## src/rtl/kp_gaussian_mac.sv

```systemverilog
// 3x3 Gaussian blur MAC ([1 2 1;2 4 2;1 2 1]/16), three-stage pipeline with raster
// position tracking and frame/line markers on the output pixel.

module kp_gaussian_colsum #(
  parameter int DATA_WIDTH = 8
) (
  input  logic [DATA_WIDTH-1:0] top_i,
  input  logic [DATA_WIDTH-1:0] mid_i,
  input  logic [DATA_WIDTH-1:0] bot_i,
  output logic [DATA_WIDTH+1:0] sum_o
);
  assign sum_o = {2'b00, top_i} + {1'b0, mid_i, 1'b0} + {2'b00, bot_i};
endmodule

module kp_gaussian_mac #(
  parameter int LINE_LENGTH = 640,
  parameter int LINE_COUNT  = 480,
  parameter int DATA_WIDTH  = 8,
  parameter int ROUND       = 1,
  localparam int COL_W = (LINE_LENGTH > 1) ? $clog2(LINE_LENGTH) : 1,
  localparam int ROW_W = (LINE_COUNT  > 1) ? $clog2(LINE_COUNT)  : 1
) (
  input  logic                    i_clk,
  input  logic                    i_rst,
  input  logic [3*DATA_WIDTH-1:0] i_r0_data,
  input  logic [3*DATA_WIDTH-1:0] i_r1_data,
  input  logic [3*DATA_WIDTH-1:0] i_r2_data,
  input  logic                    i_valid,
  output logic [DATA_WIDTH-1:0]   o_data,
  output logic                    o_valid,
  output logic [COL_W-1:0]        o_col,
  output logic [ROW_W-1:0]        o_row,
  output logic                    o_sol,
  output logic                    o_eol,
  output logic                    o_sof,
  output logic                    o_eof
);
  localparam int NUM_LANES = 3;
  localparam int STAGES    = 3;
  localparam int W         = DATA_WIDTH;
  localparam int CS_W      = W + 2;
  localparam int ACC_W     = W + 4;
  localparam logic [ACC_W-1:0] RND_ADD = (ROUND != 0) ? ACC_W'(8) : '0;

  // Lane 2 is the left pixel, lane 0 the right, matching the input packing.
  logic [NUM_LANES-1:0][W-1:0]    r0, r1, r2;
  logic [NUM_LANES-1:0][CS_W-1:0] cs_d, cs_q;
  logic [ACC_W-1:0]               acc_d, acc_q, rnd;
  logic [W-1:0]                   pix_d, data_q;
  logic [STAGES:1]                vld_pipe;
  logic [COL_W-1:0]               col_d, col_q, ocol_q;
  logic [ROW_W-1:0]               row_d, row_q, orow_q;
  logic                           col_last, row_last;
  logic                           sol_d, eol_d, sof_d, eof_d;
  logic                           sol_q, eol_q, sof_q, eof_q;

  assign r0 = i_r0_data;
  assign r1 = i_r1_data;
  assign r2 = i_r2_data;

  for (genvar l = 0; l < NUM_LANES; l++) begin : g_lane
    kp_gaussian_colsum #(.DATA_WIDTH(W)) u_cs (
      .top_i (r0[l]),
      .mid_i (r1[l]),
      .bot_i (r2[l]),
      .sum_o (cs_d[l])
    );
  end

  assign acc_d = {2'b00, cs_q[2]} + {1'b0, cs_q[1], 1'b0} + {2'b00, cs_q[0]};
  // acc + 8 peaks at 2^(W+4)-8, so the shifted value always fits in W bits.
  assign rnd   = acc_q + RND_ADD;
  assign pix_d = W'(rnd >> 4);

  // col_q/row_q hold the position the next valid output will carry.
  assign col_last = (col_q == COL_W'(LINE_LENGTH - 1));
  assign row_last = (row_q == ROW_W'(LINE_COUNT - 1));

  always_comb begin
    col_d = col_q;
    row_d = row_q;
    if (vld_pipe[2]) begin
      if (col_last) begin
        col_d = '0;
        row_d = row_last ? '0 : row_q + ROW_W'(1);
      end else begin
        col_d = col_q + COL_W'(1);
      end
    end
  end

  assign sol_d = vld_pipe[2] && (col_q == '0);
  assign eol_d = vld_pipe[2] && col_last;
  assign sof_d = sol_d && (row_q == '0);
  assign eof_d = eol_d && row_last;

  always_ff @(posedge i_clk) begin
    if (i_rst) begin
      vld_pipe <= '0;
      cs_q     <= '0;
      acc_q    <= '0;
      data_q   <= '0;
      col_q    <= '0;
      row_q    <= '0;
      ocol_q   <= '0;
      orow_q   <= '0;
      sol_q    <= 1'b0;
      eol_q    <= 1'b0;
      sof_q    <= 1'b0;
      eof_q    <= 1'b0;
    end else begin
      vld_pipe <= {vld_pipe[STAGES-1:1], i_valid};
      if (i_valid)     cs_q  <= cs_d;
      if (vld_pipe[1]) acc_q <= acc_d;
      if (vld_pipe[2]) begin
        data_q <= pix_d;
        ocol_q <= col_q;
        orow_q <= row_q;
      end
      col_q <= col_d;
      row_q <= row_d;
      sol_q <= sol_d;
      eol_q <= eol_d;
      sof_q <= sof_d;
      eof_q <= eof_d;
    end
  end

  assign o_data  = data_q;
  assign o_valid = vld_pipe[STAGES];
  assign o_col   = ocol_q;
  assign o_row   = orow_q;
  assign o_sol   = sol_q;
  assign o_eol   = eol_q;
  assign o_sof   = sof_q;
  assign o_eof   = eof_q;
endmodule

```

## config.mk

```make
export PLATFORM = sky130hd
export DESIGN_NAME = kp_gaussian_mac
export DESIGN_NICKNAME = d
export VERILOG_FILES = /design/src/rtl/kp_gaussian_mac.sv
export SDC_FILE = /design/constraint.sdc
export NUM_CORES = 1
export LEC_CHECK = 0
export CAP_MARGIN = 20
export CORE_AREA = 4 4 125 127
export DETAILED_ROUTE_END_ITERATION = 16
export DIE_AREA = 0 0 129 131
export SETUP_SLACK_MARGIN = 0.3
export SLEW_MARGIN = 20
export SYNTH_ARGS = -nofsm -noshare
export SYNTH_HDL_FRONTEND = slang
export SYNTH_SLANG_ARGS = --single-unit
```

## constraint.sdc

```tcl
create_clock -name i_clk -period 2.8 [get_ports i_clk]
set_clock_uncertainty 0.05 [all_clocks]
set_input_delay 0.42 -clock i_clk [delete_from_list [all_inputs] [get_ports i_clk]]
set_output_delay 0.42 -clock i_clk [all_outputs]
set_load 0.01 [all_outputs]
```

==> results.toml <==
[yosys]
synth_edf_count = 0
synthCells = 600
ys_types = 57
yosysWarningCount = 0
synthTopCellsByArea = "dfxtp_1 32%, fa_1 12%, ha_1 9.1%"
synth.yosys.seq_area_share = 0.325
syn_area_um2 = 5670
async_flop_share = 0
syn_nets = 749
yosys.area.top_type = "dfxtp_1"
ys_ff_latch = 92
synth_top_area_frac = 0.325
synth.avg_cell_area_um2 = 9.45
synth_flop_cell = "dfxtp_1"

[power]
peakVddDrop_v = 0.000312
p_per_area_nw_per_um2 = 520
leakage_nw = 3.23

[drt]
drc = 0
via_per_inst = 5.11
wirelength_um = 12600
wl_per_cell_um = 13.5
vias = 4766
drt_iter0_markers = 239
drtAntennaViolNets = 0
first_pass_iters = 5

[clock_tree]
cts_tree = "built"
cts-root-buf = "clkbuf_16"
clock_sinks = 92
cts-htree-levels = 3
clockBufferDepth = 2
cts_buffers = 9
path_clk_slew_ns = 0.06
clk_latency_ns = 0.34

[critical_path]
cp_data_required_time_ns = 3.00
timing.rr.start = "cs_q[11]"
crit_type = "flop to flop"
critPathCaptureType = "flop"
worst-r2r-cell-count = 7
path_cells = "fa_1 > ha_1 > and4b_1 > o31a_1 > nor2_1 > or4b_2 > a31oi_1"
crit_path_max_incr_delay_ns = 0.62
rr_endpoint = "acc_q[7]"
critPathLaunchType = "flop"
cp_max_fo = 5
reg2reg_setup_slack_ns = 0.23
arrival_ns = 2.77
critPathSlowestCell = "or4b_2"

[floorplanning]
start_util = 0.393
ios = 107
die_area_um2 = 16900
die_h_um = 131
row_count = 44
die_w_um = 129
core_um2 = 14400

[global_route]
grt_pass1_vias = 4655
antenna_found_initial = 0
grt_use_total = 0.155
grt-ovfl-total = 0
grt_max_degree = 62
grt_pass1_wl_um = 21400
grtUsageMet2 = 0.259
grtUsageMet1 = 0.205
use_met3 = 0.0224
busiest_layer = "met2"

[outcome]
status = "complete, no violations"

[cells_and_area]
num-nets-final = 892
fin_area_um2 = 7840
syn_to_final_growth_pct = 38.2
drive_gt1_frac = 0.180
n_antenna_cell = 0
fin_util = 0.543

[sta]
fin_crit_sh = 0.918
hold_viol = 0
rsz0062_at_grt = "yes"
fmax_mhz = 389
max-slew-margin-rel = 0.256
setup_viol = 0
holdWs_ns = 0.432
period_needed_ns = 2.57
finalMaxSlewViolations = 0
tightest_slew_ns = 1.12

[placement]
place_hpwl_um = 9610
place_congestion = 0.832
placed_cell_area_um2 = 7120
place.port_buffers = 106

[worst_hold_path]
min_to = "o_data[3]"
hp-class = "flop to flop"
hold-path-cell-count = 2
hold_start = "o_data[3]"

[flow_run]
cap_violations = 0
[per-layer routing]
layer	share of wire	routed length (um)
met5	0	0
met1	0.47	5910
met3	0.038	478
met4	0.014	180
met2	0.48	6020
[worst max-delay path: cells and delay by family (launching register included)]
family | cells | cell delay (ns)
fa+ha+maj | 2 | 0.75
compound gates | 2 | 0.44
simple gates | 3 | 0.90
flops | 1 | 0.34
[flip-flops by register name, summed over array words and instances (netlist names)]
signal / count
row_q: 9
o_sol: 1
cs_q: 30
o_eol: 1
o_row: 9
o_col: 10
o_sof: 1
vld_pipe: 3
col_q: 10
o_data: 8
o_eof: 1
acc_q: 9
[layout make-up]
type                       instances  area, um^2
timing repair buffer             162        1500
sequential                        92        1850
multi-input combinational        451        3880
clock buffer                      10         229
fill                            1288        6590
tap                              184         230
inverter                          27         101
clock inverter                     6        48.8
[power by group]
group	internal (mW)	switching [mW]	total (mW)
clock	0.611	0.533	1.14
combinational	0.766	0.666	1.43
sequential	1.41	0.0910	1.50
[cells in the final DEF, fill, tap and decap left out, drive strengths merged, types with 10 or more instances in the layout]
| cell type | count |
|---|---|
| clkdlybuf4s50 | 75 |
| inv | 29 |
| nand4 | 10 |
| fa | 33 |
| xnor2 | 17 |
| nor3b | 13 |
| nand3 | 14 |
| nand2 | 29 |
| ha | 41 |
| buf | 58 |
| nor2 | 92 |
| o21ai | 18 |
| xor2 | 13 |
| mux2i | 38 |
| dfxtp | 92 |
| clkbuf | 10 |
| dlygate4sd2 | 14 |
| dlymetal6s2s | 15 |
| a211oi | 13 |
| a21oi | 14 |
[through the flow]
step | setup TNS [ns] | setup WS [ns] | instances | power (mW)
final | 0 | 0.229 | 932 | 4.07
after global routing | 0 | 0.166 | 932 | 4.34
after CTS | 0 | 0.181 | 922 | 3.99
after detailed placement | -3.62 | -0.351 | 898 | 2.73
after global placement | -3.13 | -0.321 | 898 | 2.71
after floorplan | 0 | 0.305 | 600 | 2.28
[worst max-delay path by stage]
stage,start,slack (ns),depth (start not counted),end
floorplan,i_r0_data[1],0.31,10,cs_q[9]
CTS,i_r0_data[21],0.18,8,cs_q[28]
detailed placement,i_r0_data[9],-0.35,12,cs_q[15]
global route,cs_q[11],0.17,7,acc_q[7]
global placement,i_r0_data[9],-0.32,12,cs_q[15]
finish,cs_q[11],0.23,7,acc_q[7]
[Yosys cell counts (2+ instances only)]
| master | n |
|---|---|
| dfxtp_1 | 92 |
| nor2_1 | 91 |
| ha_1 | 41 |
| mux2i_1 | 38 |
| fa_1 | 33 |
| nand2_1 | 29 |
| inv_1 | 27 |
| clkbuf_1 | 22 |
| o21ai_0 | 18 |
| xnor2_1 | 17 |
| a21oi_1 | 14 |
| a211oi_1 | 13 |
| nand3_1 | 13 |
| nor3b_1 | 13 |
| xor2_1 | 13 |
| nand4_1 | 10 |
| a31oi_1 | 8 |
| or4b_2 | 8 |
| buf_1 | 7 |
| nand2b_1 | 7 |
| o21a_1 | 7 |
| a21o_1 | 6 |
| nor3_1 | 6 |
| o311ai_0 | 5 |
| and2_1 | 4 |
| nand4b_1 | 4 |
| o211ai_1 | 4 |
| o22ai_1 | 4 |
| or4_1 | 4 |
| a22o_1 | 3 |
| and3_1 | 3 |
| nor2b_1 | 3 |
| nor4_1 | 3 |
| nor4bb_1 | 3 |
| a31o_2 | 2 |
| and4b_1 | 2 |
| nor4b_1 | 2 |
| or4bb_1 | 2 |
[logic make-up (layout without fill, tap and decap cells)]
group	Yosys count	after routing	share of synthesized area
adder cells (fa/ha/maj)	74	74	0.207
flip-flops	92	92	0.325
XOR/XNOR	30	30	0.0464
multiplexers	38	38	0.0671
AND/OR/NAND/NOR	217	217	0.206
buffers and inverters	57	205	0.0391
AO/OA/AOI/OAI	92	92	0.109
[timing repair]
action / in CTS / in global routing
setup endpoints to repair: 19 / 20
pin swaps: 38 / 37
hold buffers: 0 / 0
gates resized for setup: 57 / 39
setup buffers: 8 / 10
No activity file was read; power rests on OpenSTA's default activity.
